[config.mk]
export PLATFORM = sky130hd
export DESIGN_NAME = seq_signed_divider
export DESIGN_NICKNAME = d
export VERILOG_FILES = /design/src/rtl/div_pkg.sv /design/src/rtl/div_step.sv /design/src/rtl/seq_signed_divider.sv
export SDC_FILE = /design/constraint.sdc
export NUM_CORES = 1
export LEC_CHECK = 0
export CAP_MARGIN = 20
export CELL_PAD_IN_SITES_DETAIL_PLACEMENT = 0
export CELL_PAD_IN_SITES_GLOBAL_PLACEMENT = 1
export CORE_MARGIN = 4
export CORE_UTILIZATION = 39
export DETAILED_ROUTE_END_ITERATION = 8
export PLACE_DENSITY = 0.81
export SLEW_MARGIN = 20
export SYNTH_ARGS = -nofsm -noshare
export SYNTH_HDL_FRONTEND = slang
export SYNTH_HIERARCHICAL = 1
export SYNTH_SLANG_ARGS = --single-unit
[constraint.sdc]
create_clock -name slow_clk -period 14.55 [get_ports slow_clk]
set_input_delay 2.1825 -clock slow_clk [delete_from_list [all_inputs] [get_ports slow_clk]]
set_output_delay 2.1825 -clock slow_clk [all_outputs]
set_load 0.01 [all_outputs]
[src/rtl/div_pkg.sv]
// Shared definitions for the sequential signed divider: default width,
// FSM state encoding and two's-complement magnitude helpers.
package div_pkg;

    localparam int DIV_WIDTH = 32;

    typedef enum logic [1:0] {
        S_IDLE = 2'd0,
        S_CALC = 2'd1,
        S_FIN  = 2'd2
    } state_t;

    // Two's-complement negation of a WIDTH-bit value.
    function automatic logic [DIV_WIDTH-1:0] neg_w(input logic [DIV_WIDTH-1:0] v);
        return ~v + {{(DIV_WIDTH-1){1'b0}}, 1'b1};
    endfunction

    // Two's-complement negation of a 2*WIDTH-bit value.
    function automatic logic [2*DIV_WIDTH-1:0] neg_dw(input logic [2*DIV_WIDTH-1:0] v);
        return ~v + {{(2*DIV_WIDTH-1){1'b0}}, 1'b1};
    endfunction

    // Unsigned magnitude of a signed WIDTH-bit value (the most negative
    // value maps to 2^(WIDTH-1), which still fits unsigned).
    function automatic logic [DIV_WIDTH-1:0] abs_w(input logic [DIV_WIDTH-1:0] v);
        return v[DIV_WIDTH-1] ? neg_w(v) : v;
    endfunction

    // Unsigned magnitude of a signed 2*WIDTH-bit value.
    function automatic logic [2*DIV_WIDTH-1:0] abs_dw(input logic [2*DIV_WIDTH-1:0] v);
        return v[2*DIV_WIDTH-1] ? neg_dw(v) : v;
    endfunction

endpackage

[src/rtl/div_step.sv]
// One restoring radix-2 division step: shift the next dividend bit into the
// partial remainder and trial-subtract the divisor magnitude.
module div_step
    import div_pkg::*;
#(
    parameter int WIDTH = DIV_WIDTH
) (
    input  logic [WIDTH:0]   rem_in,
    input  logic             dvd_bit,
    input  logic [WIDTH-1:0] dsr,
    output logic [WIDTH:0]   rem_out,
    output logic             q_bit
);

    logic [WIDTH+1:0] shifted_s;
    logic [WIDTH+1:0] diff_s;

    // Trial subtraction; rem_in is always below dsr, so shifted_s stays below
    // 2*dsr and the top bit of the difference is a clean borrow flag.
    always_comb begin
        shifted_s = {rem_in, dvd_bit};
        diff_s    = shifted_s - {2'b00, dsr};
        q_bit     = ~diff_s[WIDTH+1];
        if (q_bit) begin
            rem_out = diff_s[WIDTH:0];
        end else begin
            rem_out = shifted_s[WIDTH:0];
        end
    end

endmodule

[src/rtl/seq_signed_divider.sv]
// Sequential signed divider: 2*WIDTH-bit dividend by WIDTH-bit divisor,
// one quotient bit per slow_clk, with start/busy/done handshake and
// divide-by-zero / overflow flags.
module seq_signed_divider
    import div_pkg::*;
#(
    parameter int WIDTH = DIV_WIDTH
) (
    input  logic               slow_clk,
    input  logic               rst,
    input  logic               start,
    input  logic [2*WIDTH-1:0] dividend,
    input  logic [WIDTH-1:0]   divisor,
    output logic               busy,
    output logic               done,
    output logic [WIDTH-1:0]   quotient,
    output logic [WIDTH-1:0]   remainder,
    output logic               div_zero,
    output logic               overflow
);

    localparam int CW = $clog2(WIDTH);
    localparam logic [CW-1:0]    CNT_LAST = CW'(WIDTH - 1);
    localparam logic [WIDTH-1:0] MIN_MAG  = {1'b1, {(WIDTH-1){1'b0}}};
    localparam logic [WIDTH-1:0] MAX_POS  = {1'b0, {(WIDTH-1){1'b1}}};

    state_t           state_r;
    logic [CW-1:0]    cnt_r;
    logic [WIDTH:0]   rem_r;
    logic [WIDTH-1:0] quo_r;
    logic [WIDTH-1:0] dsr_r;
    logic [WIDTH-1:0] dvd_lo_r;
    logic             sign_a_r;
    logic             sign_b_r;
    logic             dz_r;
    logic             pre_ovf_r;

    logic [2*WIDTH-1:0] dvd_abs_s;
    logic [WIDTH-1:0]   dsr_abs_s;
    logic               dz_s;
    logic               pre_ovf_s;
    logic [WIDTH:0]     step_rem_s;
    logic               step_q_s;
    logic               neg_q_s;
    logic               post_ovf_s;

    // Operand magnitudes and early-exit conditions evaluated at accept time.
    always_comb begin
        dvd_abs_s = abs_dw(dividend);
        dsr_abs_s = abs_w(divisor);
        dz_s      = (divisor == {WIDTH{1'b0}});
        if (dz_s) begin
            pre_ovf_s = 1'b0;
        end else begin
            // Upper half >= divisor means the quotient needs more than WIDTH bits.
            pre_ovf_s = (dvd_abs_s[2*WIDTH-1:WIDTH] >= dsr_abs_s);
        end
    end

    div_step #(.WIDTH(WIDTH)) u_step (
        .rem_in  (rem_r),
        .dvd_bit (quo_r[WIDTH-1]),
        .dsr     (dsr_r),
        .rem_out (step_rem_s),
        .q_bit   (step_q_s)
    );

    // Sign of the final quotient and range check of its magnitude.
    always_comb begin
        neg_q_s = (sign_a_r ^ sign_b_r) && (quo_r != {WIDTH{1'b0}});
        if (neg_q_s) begin
            post_ovf_s = (quo_r > MIN_MAG);
        end else begin
            post_ovf_s = (quo_r > MAX_POS);
        end
    end

    // Divider FSM: accept, iterate WIDTH restoring steps, then sign-fix and publish.
    always_ff @(posedge slow_clk or posedge rst) begin
        if (rst) begin
            state_r   <= S_IDLE;
            cnt_r     <= {CW{1'b0}};
            rem_r     <= {(WIDTH+1){1'b0}};
            quo_r     <= {WIDTH{1'b0}};
            dsr_r     <= {WIDTH{1'b0}};
            dvd_lo_r  <= {WIDTH{1'b0}};
            sign_a_r  <= 1'b0;
            sign_b_r  <= 1'b0;
            dz_r      <= 1'b0;
            pre_ovf_r <= 1'b0;
            busy      <= 1'b0;
            done      <= 1'b0;
            quotient  <= {WIDTH{1'b0}};
            remainder <= {WIDTH{1'b0}};
            div_zero  <= 1'b0;
            overflow  <= 1'b0;
        end else begin
            done <= 1'b0;
            case (state_r)
                S_IDLE: begin
                    if (start) begin
                        rem_r     <= {1'b0, dvd_abs_s[2*WIDTH-1:WIDTH]};
                        quo_r     <= dvd_abs_s[WIDTH-1:0];
                        dsr_r     <= dsr_abs_s;
                        dvd_lo_r  <= dividend[WIDTH-1:0];
                        sign_a_r  <= dividend[2*WIDTH-1];
                        sign_b_r  <= divisor[WIDTH-1];
                        dz_r      <= dz_s;
                        pre_ovf_r <= pre_ovf_s;
                        cnt_r     <= {CW{1'b0}};
                        busy      <= 1'b1;
                        if (dz_s || pre_ovf_s) begin
                            state_r <= S_FIN;
                        end else begin
                            state_r <= S_CALC;
                        end
                    end
                end
                S_CALC: begin
                    rem_r <= step_rem_s;
                    quo_r <= {quo_r[WIDTH-2:0], step_q_s};
                    cnt_r <= cnt_r + CW'(1);
                    if (cnt_r == CNT_LAST) begin
                        state_r <= S_FIN;
                    end
                end
                S_FIN: begin
                    if (dz_r) begin
                        div_zero  <= 1'b1;
                        overflow  <= 1'b0;
                        quotient  <= {WIDTH{1'b1}};
                        remainder <= dvd_lo_r;
                    end else if (pre_ovf_r || post_ovf_s) begin
                        div_zero  <= 1'b0;
                        overflow  <= 1'b1;
                        quotient  <= MIN_MAG;
                        remainder <= {WIDTH{1'b0}};
                    end else begin
                        div_zero  <= 1'b0;
                        overflow  <= 1'b0;
                        quotient  <= neg_q_s ? neg_w(quo_r) : quo_r;
                        remainder <= sign_a_r ? neg_w(rem_r[WIDTH-1:0]) : rem_r[WIDTH-1:0];
                    end
                    done    <= 1'b1;
                    busy    <= 1'b0;
                    state_r <= S_IDLE;
                end
                default: begin
                    state_r <= S_IDLE;
                    busy    <= 1'b0;
                end
            endcase
        end
    end

endmodule
==> results of run 1 <==
placed cells by master, fill, tap and decap left out, drive strengths merged, types with 18 or more instances in the layout:
cell | synthesis | layout
o21ai | 151 | 151
a21o | 48 | 48
xor2 | 95 | 95
nor2 | 86 | 86
o41ai | 25 | 25
o22ai | 36 | 36
inv | 53 | 53
nor4 | 18 | 18
ha | 70 | 70
a21oi | 105 | 105
dfrtp | 208 | 208
nor3 | 53 | 53
clkbuf | 83 | 36
o21a | 19 | 19
clkdlybuf4s50 | 0 | 165
mux2 | 25 | 25
o31ai | 52 | 52
nand4 | 20 | 20
or4 | 22 | 22
or3 | 23 | 23
nand2 | 198 | 198
xnor2 | 83 | 83
a22oi | 26 | 26
a22o | 20 | 20
cell type report:
cell class / instances / share of cell area
clock buffer: 36 / 0.04186
clock inverter: 8 / 0.005332
antenna: 1 / 0.0001441
sequential: 208 / 0.2998
tap: 468 / 0.03372
timing repair buffer: 182 / 0.1023
inverter: 53 / 0.01189
multi-input combinational: 1308 / 0.5050
registers in the layout (all words and copies together) (netlist names):
| name | count |
|---|---|
| busy | 1 |
| cnt_r | 5 |
| div_zero | 1 |
| done | 1 |
| dsr_r | 32 |
| dvd_lo_r | 32 |
| dz_r | 1 |
| overflow | 1 |
| pre_ovf_r | 1 |
| quo_r | 32 |
| quotient | 32 |
| rem_r | 33 |
| remainder | 32 |
| sign_a_r | 1 |
| sign_b_r | 1 |
| state_r | 2 |
worst reg2reg max path, stage by stage, from the launching register on:
cell and delay [ns]:
dfrtp_1 0.49, ha_1 0.51, nand4_1 0.16, or3b_1 0.43, a211oi_2 0.36, o31ai_1 0.19, and3_4 0.25, o31ai_4 0.25
xor2_4 0.15, buf_4 0.48, mux2_2 0.41, a22o_1 0.23, a21o_1 0.17
stage by stage:
| stage | worst slack [ns] | util | instances | power (mW) | hold slack [ns] |
|---|---|---|---|---|---|
| 2_1_floorplan | 6.687 | - | 1674 | 2.848 | 0.4379 |
| 3_3_place_gp | 7.882 | 0.4507 | 2219 | 3.583 | 0.4602 |
| 3_5_place_dp | 7.751 | 0.4507 | 2219 | 3.610 | 0.4637 |
| 4_1_cts | 8.288 | 0.4730 | 2263 | 4.266 | 0.4823 |
| 5_1_grt | 7.899 | 0.4732 | 2264 | 4.591 | 0.4912 |
| 6_report | 8.152 | 0.4732 | 2264 | 4.279 | 0.4788 |
power by group through the flow:
| stage | sequential, mW | clock [mW] | combinational (mW) |
|---|---|---|---|
| floorplan | 1.09 | 0 | 1.76 |
| global placement | 1.17 | 0 | 2.42 |
| detailed placement | 1.18 | 0 | 2.44 |
| CTS | 1.17 | 0.646 | 2.45 |
| global route | 1.21 | 0.670 | 2.71 |
| finish | 1.18 | 0.633 | 2.47 |
cell families (layout without fill, tap and decap cells):
logic type	after synthesis	in the layout	share of synthesized area
compound gates	545	545	0.2444
xor+xnor	178	178	0.1071
fa+ha+maj	71	71	0.06155
buf+inv	158	279	0.04393
flops	208	208	0.3576
mux	33	33	0.02485
other cells	0	1	0
simple gates	481	481	0.1605
worst min-delay path by stage:
stage | from | endpoint | slack [ns]
after global routing | dvd_lo_r[18] | dvd_lo_r[18] | 0.49
after global placement | dvd_lo_r[27] | dvd_lo_r[27] | 0.46
after floorplan | dvd_lo_r[29] | dvd_lo_r[29] | 0.44
after CTS | dvd_lo_r[30] | dvd_lo_r[30] | 0.48
after detailed placement | dvd_lo_r[2] | dvd_lo_r[2] | 0.46
final | dvd_lo_r[30] | dvd_lo_r[30] | 0.48
per-layer routing:
layer | vias up | track usage | routed length [um]
met5 | - | 0 | 0
met4 | 0 | 0.07935 | 1789
met3 | 92 | 0.04996 | 4056
met2 | 563 | 0.3711 | 21940
met1 | 6478 | 0.3297 | 22170
li1 | 6299 | - | -
==> results.yml, run 1 <==
sta:
  finalHoldViolCount: 0
  finalCritPeriodShare: 0.4397
  min_period_ns: 6.398
  fmax_mhz: 156.3
  relSlewSlack: 0.2335
  clock_skew_ns: 0.02318
  rsz0062_at_grt: "no"
  slew_viol_final: 0
  tightest_slew_ns: 1.150
  fin_setup_tns_ns: 0
  setup_violations: 0
yosys:
  synth_area_sq_um: 14550
  synth_top_cells_by_area: "dfrtp_1 36%, ha_1 6.0%, xor2_1 5.7%"
  synth_area_leader_cell: "dfrtp_1"
  ys_seq_area_frac: 0.3576
  syn_nets: 1844
  ys_seq_elements: 208
  synthTopCellsByCount: "208 x dfrtp_1, 198 x nand2_1, 150 x o21ai_0, 105 x a21oi_1, 95 x xor2_1"
  post-synth-top-area-fraction: 0.3576
  synth_edf_count: 0
  syn_inst: 1674
  netlist-cell-type-count: 79
  yosys_warnings: 6
  syn_avg_cell_area_sq_um: 8.694
  yosysMostFrequentCell: "dfrtp_1"
  synthArstFlopShare: 1.000
  ys.flop_type: "dfrtp_1"
power:
  switchingPower_mw: 1.911
  p_leak_nw: 7.350
  sw_frac_of_total: 0.4467
  pwr-share-clk: 0.148
  power_frac_seq: 0.275
  p_int_mw: 2.367
  powerDensity_nw_per_um2: 246.4
  ir_drop_uv: 108.6
  comb_power_share: 0.577
clock_network:
  clk_latency_ns: 0.54
  cts_resized: 0
  cts.clk_slew.worst_paths_ns: 0.06
  cts_setup_buffers: 0
  htreeDepth: 1
  cts_max_path_buffers: 3
  cts-hold-fix-buffers: 0
  cts_tree: "yes"
  cts_root_buf: "clkbuf_16"
  numCtsBuffers: 25
  cts_sinks: 208
die:
  dieArea_sq_um: 40470
  core_sq_um: 36700
  start_util: 0.3966
  fp.dieH_um: 201.2
  ios: 167
  row_count: 70
  chipWidth_um: 201.2
grt:
  globalRouteTotalUtil: 0.2373
  overflow: 0
  antenna_found_initial: 3
  grt_max_degree: 97
  grt_pass1_vias: 13198
  grt_pass1_wl_um: 77550
critical_path:
  r2r_slack_ns: 10.33
  cp_slowest_cell: "nand4_1"
  crit_start: "dividend[21]"
  worstPathRequired_ns: 14.91
  cp.depth: 13
  crit_end: "pre_ovf_r"
  worstPathArrival_ns: 6.76
  cp_max_fo: 13
  critPathLaunchType: "input pin"
  criticalPathCategory: "input pin to register"
  worstReg2RegStart: "rem_r[13]"
  slowest_delay_ns: 0.69
  critPathTopFamily: "compound AO/OA/AOI/OAI gates"
  reg2regPathDepth: 12
  cp_cell_sequence: "clkdlybuf4s50_1 > or4_1 > nor3_2 > nand4_1 > o31ai_1 > xnor2_1 > ha_1 > a21o_1 > a21o_1 > a2111oi_0 > o221ai_1 > a21oi_1 > o31ai_1"
  crit_path_end_kind: "register"
  crit_buf_inv: 1
  reg2reg_to: "rem_r[31]"
final_layout:
  multi_input_area_sq_um: 8768
  fin_area_sq_um: 17360
  final_nets: 1948
  syn_to_final_growth_pct: 19.31
  drive_gt1_frac: 0.05404
  ff_latch_area_sq_um: 5205
  nFillCells: 3540
hold_path:
  hp-class: "register to register"
  hold_depth: 2
outcome:
  status: "finished, final reports clean"
place:
  gp_congestion: 0.9311
  dp_hpwl_um: 37050
  place_area_sq_um: 16540
  portBuffers: 166
routing:
  drc: 0
  drt_iter0_markers: 1044
  vias: 13432
  dr.pass1.iters: 5
  routed_wl_um: 49950
  ant_nets: 0
  wl_per_cell_um: 22.06
  viasPerCell: 5.933
job:
  maxCapViolCount: 0
No activity file was read; power rests on OpenSTA's default activity.
==> inputs of run 2 (changes only) <==
--- a/config.mk
+++ b/config.mk
@@ -11,7 +11,7 @@
 export CORE_MARGIN = 4
 export CORE_UTILIZATION = 39
 export DETAILED_ROUTE_END_ITERATION = 8
-export PLACE_DENSITY = 0.81
+export PLACE_DENSITY = 0.84
 export SLEW_MARGIN = 20
 export SYNTH_ARGS = -nofsm -noshare
 export SYNTH_HDL_FRONTEND = slang
==> constraint.sdc (replaced) <==
create_clock -name slow_clk -period 5.6 [get_ports slow_clk]
set_input_delay 0.84 -clock slow_clk [delete_from_list [all_inputs] [get_ports slow_clk]]
set_output_delay 0.84 -clock slow_clk [all_outputs]
set_load 0.01 [all_outputs]
==> results.yml, run 2 (same netlist as run 1, synthesis figures left out) <==
outcome:
  status: "finished, final reports clean"
sta:
  finalHoldViolCount: 0
  clock_skew_ns: 0.01507
  fin_ws_ns: 0.7384
  finalCritPeriodShare: 0.8682
  tightest_slew_ns: 1.038
  min_period_ns: 4.862
  fin_setup_tns_ns: 0
  fmax_mhz: 205.7
  relSlewSlack: 0.3066
  setup_violations: 0
  slew_viol_final: 0
  fin_hold_ws_ns: 0.4743
  rsz0062_at_grt: "no"
die:
  core_sq_um: 36700
  start_util: 0.3966
  dieArea_sq_um: 40470
  row_count: 70
  fp.dieH_um: 201.2
  chipWidth_um: 201.2
  ios: 167
clock_network:
  cts_tree: "yes"
  cts_max_path_buffers: 3
  cts_root_buf: "clkbuf_16"
  cts_setup_buffers: 0
  clk_latency_ns: 0.54
  cts_resized: 0
  cts-hold-fix-buffers: 0
  numCtsBuffers: 25
  htreeDepth: 1
  cts.clk_slew.worst_paths_ns: 0.06
  cts_sinks: 208
critical_path:
  cp_max_fo: 7
  worstPathRequired_ns: 5.98
  worstPathArrival_ns: 5.24
  crit_path_end_kind: "register"
  criticalPathCategory: "input pin to register"
  critPathLaunchType: "input pin"
  reg2regPathDepth: 12
routing:
  drc: 0
  vias: 13598
  wl_per_cell_um: 21.49
  viasPerCell: 5.956
  ant_nets: 0
  dr.pass1.iters: 5
  drt_iter0_markers: 1075
  routed_wl_um: 49070
final_layout:
  finalCoreUtilization: 0.4784
  final_cell_mix: "208 x dfrtp_1, 197 x nand2_1, 165 x clkdlybuf4s50_1"
  final_common_cell: "dfrtp_1"
  final_nets: 1963
  largest_reg_flops: 33
  syn_to_final_growth_pct: 20.62
  fin_area_sq_um: 17560
  drive_gt1_frac: 0.06291
  regMostFlops: "rem_r"
grt:
  grt_max_degree: 140
  grt_pass1_wl_um: 76590
  grt_pass1_vias: 13195
  globalRouteTotalUtil: 0.2336
  overflow: 0
  antenna_found_initial: 3
place:
  portBuffers: 166
  post-place-ws_ns: 0.2622
  place_area_sq_um: 16660
  gp_congestion: 0.9085
  dp_hpwl_um: 36730
power:
  ir_drop_uv: 204.2
  powerDensity_nw_per_um2: 636.1
  p_leak_nw: 7.439
hold_path:
  hp-class: "register to register"
  hold_depth: 2
job:
  maxCapViolCount: 0
## run 2: changes by cell type in the layout (fill, tap and decap cells not counted), sizes merged
cell,delta
clkinv,-2
buf,+15
clkinvlp,+2
diode,+2
inv,+1
bufinv,+1
## run 2: per-stage QoR
stage / cells / power, mW
floorplan: 1674 / 7.399
global placement: 2233 / 9.270
detailed placement: 2233 / 9.339
CTS: 2279 / 11.12
global route: 2280 / 11.97
finish: 2283 / 11.17
## run 2: worst paths after layout
check / from / slack, ns / to
setup / recovery: dividend[3] / 0.74 / pre_ovf_r
hold / removal: dvd_lo_r[29] / 0.47 / dvd_lo_r[29]
setup reg to reg: rem_r[11] / 1.09 / rem_r[7]
hold reg to reg: dvd_lo_r[29] / 0.47 / dvd_lo_r[29]
max in group asynchronous: rst / 3.98 / dsr_r[16]
min in group asynchronous: rst / 0.84 / quotient[12]
## run 2: per-layer routing
| metal | vias up | part of all wire | track usage |
|---|---|---|---|
| li1 | 6318 | - | - |
| met1 | 6647 | 0.44 | 0.3298 |
| met2 | 548 | 0.45 | 0.3743 |
| met3 | 83 | 0.077 | 0.03674 |
| met4 | 2 | 0.030 | 0.06592 |
| met5 | - | 0.00022 | 0 |
## run 2: final cells by class
class	instances	area, sq um
Fill cell	3528	19140
Multi-Input combinational cell	1308	8771
Sequential cell	208	5205
Timing Repair Buffer	197	1909
Clock buffer	36	737.0
Tap cell	468	585.6
Inverter	53	202.7
Clock inverter	10	137.6
Antenna cell	3	7.507
## run 2: worst max-delay path, stage by stage
cell	delay, ns
clkdlybuf4s50_1	0.53
or4_1	0.66
nor3_1	0.57
nand3_1	0.50
o31ai_1	0.41
xnor2_1	0.19
ha_1	0.27
a21o_1	0.15
a2111oi_0	0.48
o221ai_1	0.18
a21oi_1	0.33
o31ai_1	0.11
## run 2: report_power, final
part	leakage, nW	total (mW)	internal [mW]	switching, mW
Combinational	4.45	6.39	2.96	3.43
Clock	0.427	1.74	1.05	0.682
Sequential	2.57	3.04	2.22	0.820
